File: src/rtl/ctrl_pipe.sv
// ctrl_pipe: ID-stage decoder plus ID/EX, EX/MEM and MEM/WB control registers,
// with load-use hazard detection and EX-stage forwarding selects.
module ctrl_pipe #(
    parameter int REG_AW = 5,
    parameter bit EXT_EN = 1'b1
) (
    input  logic              clk_i,
    input  logic              rst_i,
    input  logic [6:0]        opcode_i,
    input  logic [REG_AW-1:0] rs1_i,
    input  logic [REG_AW-1:0] rs2_i,
    input  logic [REG_AW-1:0] rd_i,
    input  logic              flush_i,
    input  logic              hold_i,
    output logic              stall_o,
    output logic [1:0]        ex_aluop_o,
    output logic              ex_alusrc_o,
    output logic              ex_branch_o,
    output logic              ex_jump_o,
    output logic [1:0]        forward_a_o,
    output logic [1:0]        forward_b_o,
    output logic              mem_memread_o,
    output logic              mem_memwrite_o,
    output logic              wb_regwrite_o,
    output logic              wb_memtoreg_o,
    output logic              wb_link_o,
    output logic [REG_AW-1:0] wb_rd_o
);

    // ctl bits: 9 regwrite, 8 memtoreg, 7 memread, 6 memwrite,
    // 5 branch, 4 jump, 3 link, 2 alusrc, 1:0 aluop
    logic [9:0]        w_ctl;
    logic              w_valid;
    logic              w_use1;
    logic              w_use2;
    logic              w_hazard;
    logic              w_bubble;

    logic [9:0]        r_ide_ctl;
    logic [REG_AW-1:0] r_ide_rs1;
    logic [REG_AW-1:0] r_ide_rs2;
    logic [REG_AW-1:0] r_ide_rd;

    logic              r_exm_regwrite;
    logic              r_exm_memtoreg;
    logic              r_exm_memread;
    logic              r_exm_memwrite;
    logic              r_exm_link;
    logic [REG_AW-1:0] r_exm_rd;

    logic              r_mwb_regwrite;
    logic              r_mwb_memtoreg;
    logic              r_mwb_link;
    logic [REG_AW-1:0] r_mwb_rd;

    // Decode the ID opcode and record which source registers it reads.
    always_comb begin
        w_ctl   = '0;
        w_valid = 1'b0;
        w_use1  = 1'b0;
        w_use2  = 1'b0;
        case (opcode_i)
            7'b0000011: begin
                w_ctl   = 10'b1110000100;
                w_valid = 1'b1;
                w_use1  = 1'b1;
            end
            7'b0100011: begin
                w_ctl   = 10'b0001000100;
                w_valid = 1'b1;
                w_use1  = 1'b1;
                w_use2  = 1'b1;
            end
            7'b1100011: begin
                w_ctl   = 10'b0000100001;
                w_valid = 1'b1;
                w_use1  = 1'b1;
                w_use2  = 1'b1;
            end
            7'b0110011: begin
                w_ctl   = 10'b1000000010;
                w_valid = 1'b1;
                w_use1  = 1'b1;
                w_use2  = 1'b1;
            end
            7'b0010011: begin
                w_ctl   = 10'b1000000111;
                w_valid = 1'b1;
                w_use1  = 1'b1;
            end
            7'b1101111: begin
                if (EXT_EN) begin
                    w_ctl   = 10'b1000011100;
                    w_valid = 1'b1;
                end
            end
            7'b1100111: begin
                if (EXT_EN) begin
                    w_ctl   = 10'b1000011100;
                    w_valid = 1'b1;
                    w_use1  = 1'b1;
                end
            end
            default: begin
                w_ctl   = '0;
                w_valid = 1'b0;
            end
        endcase
    end

    assign w_hazard = r_ide_ctl[7] && (r_ide_rd != '0) &&
                      ((w_use1 && (r_ide_rd == rs1_i)) ||
                       (w_use2 && (r_ide_rd == rs2_i)));
    assign stall_o  = w_hazard && !flush_i && !hold_i;
    assign w_bubble = flush_i || stall_o || !w_valid;

    // ID/EX register: bubble on flush, stall or undefined opcode.
    always_ff @(posedge clk_i or negedge rst_i) begin
        if (!rst_i) begin
            r_ide_ctl <= '0;
            r_ide_rs1 <= '0;
            r_ide_rs2 <= '0;
            r_ide_rd  <= '0;
        end else if (!hold_i) begin
            if (w_bubble) begin
                r_ide_ctl <= '0;
                r_ide_rs1 <= '0;
                r_ide_rs2 <= '0;
                r_ide_rd  <= '0;
            end else begin
                r_ide_ctl <= w_ctl;
                r_ide_rs1 <= rs1_i;
                r_ide_rs2 <= rs2_i;
                r_ide_rd  <= rd_i;
            end
        end
    end

    // EX/MEM and MEM/WB registers advance unless held.
    always_ff @(posedge clk_i or negedge rst_i) begin
        if (!rst_i) begin
            r_exm_regwrite <= 1'b0;
            r_exm_memtoreg <= 1'b0;
            r_exm_memread  <= 1'b0;
            r_exm_memwrite <= 1'b0;
            r_exm_link     <= 1'b0;
            r_exm_rd       <= '0;
            r_mwb_regwrite <= 1'b0;
            r_mwb_memtoreg <= 1'b0;
            r_mwb_link     <= 1'b0;
            r_mwb_rd       <= '0;
        end else if (!hold_i) begin
            r_exm_regwrite <= r_ide_ctl[9];
            r_exm_memtoreg <= r_ide_ctl[8];
            r_exm_memread  <= r_ide_ctl[7];
            r_exm_memwrite <= r_ide_ctl[6];
            r_exm_link     <= r_ide_ctl[3];
            r_exm_rd       <= r_ide_rd;
            r_mwb_regwrite <= r_exm_regwrite;
            r_mwb_memtoreg <= r_exm_memtoreg;
            r_mwb_link     <= r_exm_link;
            r_mwb_rd       <= r_exm_rd;
        end
    end

    // Forwarding selects; EX/MEM wins over MEM/WB, x0 never forwards.
    always_comb begin
        forward_a_o = 2'b00;
        forward_b_o = 2'b00;
        if (r_exm_regwrite && r_exm_rd != '0 && r_exm_rd == r_ide_rs1)
            forward_a_o = 2'b10;
        else if (r_mwb_regwrite && r_mwb_rd != '0 && r_mwb_rd == r_ide_rs1)
            forward_a_o = 2'b01;
        if (r_exm_regwrite && r_exm_rd != '0 && r_exm_rd == r_ide_rs2)
            forward_b_o = 2'b10;
        else if (r_mwb_regwrite && r_mwb_rd != '0 && r_mwb_rd == r_ide_rs2)
            forward_b_o = 2'b01;
    end

    assign ex_aluop_o     = r_ide_ctl[1:0];
    assign ex_alusrc_o    = r_ide_ctl[2];
    assign ex_branch_o    = r_ide_ctl[5];
    assign ex_jump_o      = r_ide_ctl[4];
    assign mem_memread_o  = r_exm_memread;
    assign mem_memwrite_o = r_exm_memwrite;
    assign wb_regwrite_o  = r_mwb_regwrite;
    assign wb_memtoreg_o  = r_mwb_memtoreg;
    assign wb_link_o      = r_mwb_link;
    assign wb_rd_o        = r_mwb_rd;

endmodule

File: config.mk
export PLATFORM = sky130hd
export DESIGN_NAME = ctrl_pipe
export DESIGN_NICKNAME = d
export VERILOG_FILES = /design/src/rtl/ctrl_pipe.sv
export SDC_FILE = /design/constraint.sdc
export NUM_CORES = 1
export LEC_CHECK = 0
export BUFFER_PORTS_ARGS = -buffer_cell sky130_fd_sc_hd__buf_2
export CAP_MARGIN = 30
export CORE_UTILIZATION = 44
export CTS_BUF_LIST = sky130_fd_sc_hd__clkbuf_8
export DETAILED_ROUTE_END_ITERATION = 8
export HOLD_SLACK_MARGIN = 0.08
export PLACE_DENSITY = 0.69
export SLEW_MARGIN = 40
export SYNTH_ARGS = -nofsm -noshare
export SYNTH_HDL_FRONTEND = slang
export SYNTH_SLANG_ARGS = --single-unit
File: constraint.sdc
create_clock -name clk_i -period 3.01 [get_ports clk_i]
set_input_delay 0.602 -clock clk_i [delete_from_list [all_inputs] [get_ports clk_i]]
set_output_delay 0.602 -clock clk_i [all_outputs]
set_load 0.1 [all_outputs]
==> results by stage <==
Synth:
- The share of cell area taken by muxes after synthesis is about 9%.
- The Yosys warning count is 0.
- After Yosys synthesis, full adders, half adders and majority gates account for 0% of the synthesized area.
- The biggest area contributor in the post-synthesis netlist is sky130_fd_sc_hd__dfrtp_1.
- The number of cells produced by synthesis is roughly 190.
- Sequential elements use between 40 and 50% of the synthesized area.
- Summing the areas of all compound-gate instances in the mapped netlist gives about an eighth of the synthesized area.
- The post-synthesis net count is 214.
- The synthesized netlist devotes 15.9% of its cell area to simple gates.
- After synthesis, the largest family of logic cells by area is simple AND/OR/NAND/NOR gates.
- Sorting the synthesized cells by area gives the leading types as sky130_fd_sc_hd__dfrtp_1, sky130_fd_sc_hd__mux2_2, sky130_fd_sc_hd__xor2_1, sky130_fd_sc_hd__xnor2_1, sky130_fd_sc_hd__a22o_1.
- The synthesized area divided by synthesized cell count is roughly 11 µm².
- The summed instance area of the synthesized netlist is 0.00212 mm².
- The number of distinct library cells after synthesis is 37.
- In this run the biggest area consumer among cell types represents roughly 47% of the synthesized area.
- The synthesized design contains 40 register bits.
- The xor and xnor fraction of the mapped netlist area is about an eighth.

Placed design:
- The count of buffers inserted at the top-level ports is 45.
- The global placement routability congestion is between 0.8 and 0.9.
- Summed over all nets, the half-perimeter wirelength after detailed placement is between 3 and 4 mm.
- The placed instances occupy a cell area of roughly 0.0025 mm².

Detailed routing:
- The number of DRC markers after the initial detailed-route iteration is 66.
- The total number of vias is roughly 1600.
- After detailed routing, the number of vias per cell comes to roughly 5.6.
- The aggregate routed wire length is ~4.7 mm.
- In this run the remaining antenna-violating nets after routing total 0.
- The average routed wire per standard cell is about 16 µm.
- The total iterations of the first detailed-routing run is 4.
- The total DRC errors in the routed layout is 0.

STA:
- The worst hold slack is 0.277 ns.
- The worst pin sits at a relative slew slack of 55.3%.
- After layout, the minimum clock period comes to roughly 2.9 ns.
- In the finished design, the share of the clock period the worst path needs comes to between 90 and 100%.
- The timing-limited maximum frequency is around 0.34 GHz.
- The max-slew violation total from the final report is 0.
- In the final timing run, aggregate negative setup slack is 0 ns.
- On the final layout, the worst clock skew is approximately 0.0063 ns.
- The setup-violating endpoint count in the final report is 0.
- For the pin with the worst max-slew slack, the measured transition is between 0.6 and 0.7 ns.
- The final count of hold timing violations is 0.
- Setup repair after global routing left no endpoint under its margin.

Critical path:
- At the worst endpoint, the required time is ~2.4 ns.
- STA classifies the critical path endpoint as an output pin.
- The startpoint-to-endpoint class of the critical path is reg -> out.
- In this design, the critical path's most frequently occurring cell is sky130_fd_sc_hd__or4_4.
- On the worst path, the slowest cell contributes a delay of ~0.55 ns.
- The worst setup path is launched from a flip-flop.
- The maximum fanout along the worst path is 5.
- The standard cell with the maximum stage delay on the critical path is sky130_fd_sc_hd__or4_4.
- The critical path goes through xor2_1, or4_4, or4_4, o41ai_4, buf_12.
- At the worst endpoint, the arrival time is between 2 and 2.5 ns.

Cells and area:
- The final non-filler cell area is 0.00262 mm².
- The number of nets in the layout is 261.
- The most frequent standard cell in the layout excluding fill and tap cells is sky130_fd_sc_hd__buf_2.
- Once layout is complete, the utilization of the core stands at around three fifths.
- Cells with a size suffix above 1 make up a little over two fifths of the layout.
- The antenna diode instance count is 0.
- The growth of design area from synthesis to finish is 23.5%.
- The top cell types in the final layout, fill and taps aside, are sky130_fd_sc_hd__buf_2, sky130_fd_sc_hd__dfrtp_1, sky130_fd_sc_hd__xor2_1, sky130_fd_sc_hd__mux2_2, sky130_fd_sc_hd__nand2_1.

CTS:
- The clock latency on the worst-skew pair is about 0.29 ns.
- After clock tree synthesis, the clock-pin slew on the worst setup and hold paths is 0.08 ns.
- The number of buffers created by CTS is 5.
- Post-CTS timing repair inserted 0 buffers for setup.
- The H-tree generated during clock tree synthesis spans 2 levels.
- The root buffer selected by CTS is sky130_fd_sc_hd__clkbuf_8.
- The total of hold buffers inserted after clock tree synthesis is 0.
- Gates resized during post-CTS repair numbered 1.
- No sink is reached through more buffers than the 2 on the longest clock path.
- The clock tree from TritonCTS is yes.
- The clock sink total is 40.

Floorplan:
- The floorplan die area is roughly 0.0051 mm².
- The core area is 0.00450 mm².
- The floorplan has 24 rows.
- During I/O placement, the number of pins put on the boundary was 46.
- Once the floorplan was initialized, standard cells occupied a little under half of the core.
- The die span in x is between 70 and 80 µm.
- The vertical die dimension is 71.5 µm.

Global routing:
- The wire length of the first global-routing pass is just under 8 mm.
- The number of global-route vias before repair is 1591.
- The initial antenna violation count is 0.
- The overall overflow remaining after global route is 0.
- The total global routing track utilization is between 20% and 30%.
- Entering global routing, the biggest net connects between 40 and 50 pins.

Power:
- The static power due to leakage is approximately 1.3 nW.
- Dividing total power by cell area gives a power density of 388 mW/mm².
- IR analysis of the VDD net gives a maximum drop of approximately 240 µV.

Run:
- The tool flagged a number of max-cap violations equal to 0.

Status:
- The run finished with clean final reports.

Worst hold path:
- The tightest min-delay check is of the in -> async type.
## path summary, 6_finish.rpt
| check | from | endpoint | slack (ns) | cells after the start |
|---|---|---|---|---|
| setup / recovery | r_ide_rd[1] | stall_o | 0.06 | 5 |
| hold / removal | rst_i | r_exm_link | 0.28 | 1 |
| setup reg to reg | r_ide_rd[1] | r_ide_rd[2] | 0.71 | 6 |
| hold reg to reg | r_ide_ctl[2] | r_ide_ctl[2] | 0.48 | 2 |
| max in group asynchronous | rst_i | wb_rd_o[2] | 2.33 | 1 |
| min in group clk_i | r_ide_ctl[2] | r_ide_ctl[2] | 0.48 | 2 |
## where the power goes
group / internal (mW) / total (mW) / switching [mW]
Clock: 0.156 / 0.332 / 0.176
Sequential: 0.545 / 0.555 / 0.00937
Combinational: 0.0457 / 0.130 / 0.0845
## per-layer routing
layer,GRT usage (%),vias to the layer above,wire (µm)
li1,-,784,-
met3,3.52,7,140
met5,0,-,0
met2,31.5,40,2200
met4,8.50,0,82
met1,28.1,794,2280
## metrics by stage
step	setup WS, ns	power, mW	std cells
after floorplan	-0.152	0.644	188
after global placement	0.0872	0.695	279
after detailed placement	0.0774	0.695	279
after CTS	0.0386	1.03	287
after global routing	0.00436	1.07	288
final	0.0610	1.02	288
## layout make-up
type                       count  area (µm²)
clock buffer                   5        68.8
timing repair buffer          51         290
fill                         397        1880
sequential                    40        1020
tap                           52        65.1
multi-input combinational    136        1160
clock inverter                 3        12.5
inverter                       1        3.75
## flip-flops by register name, summed over array words and instances, names as in the netlist
name,cells
r_exm_rd,5
r_ide_rs2,5
r_exm_link,1
wb_link_o,1
r_ide_rd,5
mem_memwrite_o,1
r_ide_rs1,5
wb_rd_o,5
wb_memtoreg_o,1
r_exm_memtoreg,1
r_exm_regwrite,1
r_ide_ctl,8
wb_regwrite_o,1
## critical path: cells and delay by family (launching register included)
| kind | cells | cell delay, ns |
|---|---|---|
| AND/OR/NAND/NOR | 2 | 1.09 |
| AO/OA/AOI/OAI | 1 | 0.08 |
| XOR/XNOR | 1 | 0.20 |
| flip-flops | 1 | 0.46 |
| buffers and inverters | 1 | 0.22 |
## cell usage after synthesis
cell / number
sky130_fd_sc_hd__dfrtp_1: 40
sky130_fd_sc_hd__nor3_1: 2
sky130_fd_sc_hd__a22o_2: 5
sky130_fd_sc_hd__xnor2_1: 11
sky130_fd_sc_hd__nor3b_1: 1
sky130_fd_sc_hd__o211ai_1: 1
sky130_fd_sc_hd__buf_6: 1
sky130_fd_sc_hd__clkbuf_1: 6
sky130_fd_sc_hd__nor4_1: 7
sky130_fd_sc_hd__and3b_1: 1
sky130_fd_sc_hd__a21oi_1: 1
sky130_fd_sc_hd__a22o_1: 10
sky130_fd_sc_hd__a21boi_0: 1
sky130_fd_sc_hd__o41ai_1: 2
sky130_fd_sc_hd__and4bb_2: 1
sky130_fd_sc_hd__nor2_1: 5
sky130_fd_sc_hd__inv_1: 1
sky130_fd_sc_hd__nand2_1: 15
sky130_fd_sc_hd__o31ai_1: 1
sky130_fd_sc_hd__nor4_4: 1
sky130_fd_sc_hd__o211ai_4: 1
sky130_fd_sc_hd__or4_4: 2
sky130_fd_sc_hd__mux2_2: 17
sky130_fd_sc_hd__nor2b_1: 1
sky130_fd_sc_hd__nand4b_1: 1
sky130_fd_sc_hd__buf_1: 2
sky130_fd_sc_hd__a32o_1: 1
sky130_fd_sc_hd__or3_1: 1
sky130_fd_sc_hd__xor2_1: 19
sky130_fd_sc_hd__buf_4: 2
sky130_fd_sc_hd__a2111o_1: 1
sky130_fd_sc_hd__nor4_2: 1
sky130_fd_sc_hd__nand4_1: 2
sky130_fd_sc_hd__or4_1: 5
sky130_fd_sc_hd__nand3_1: 8
sky130_fd_sc_hd__or2_2: 2
sky130_fd_sc_hd__o21ai_0: 9
## cell families after synthesis
logic type	Yosys count
flip-flops	40
AO/OA/AOI/OAI	33
buffers and inverters	12
AND/OR/NAND/NOR	56
multiplexers	17
XOR/XNOR	30
Note: power is estimated with default switching activity, not from simulation.
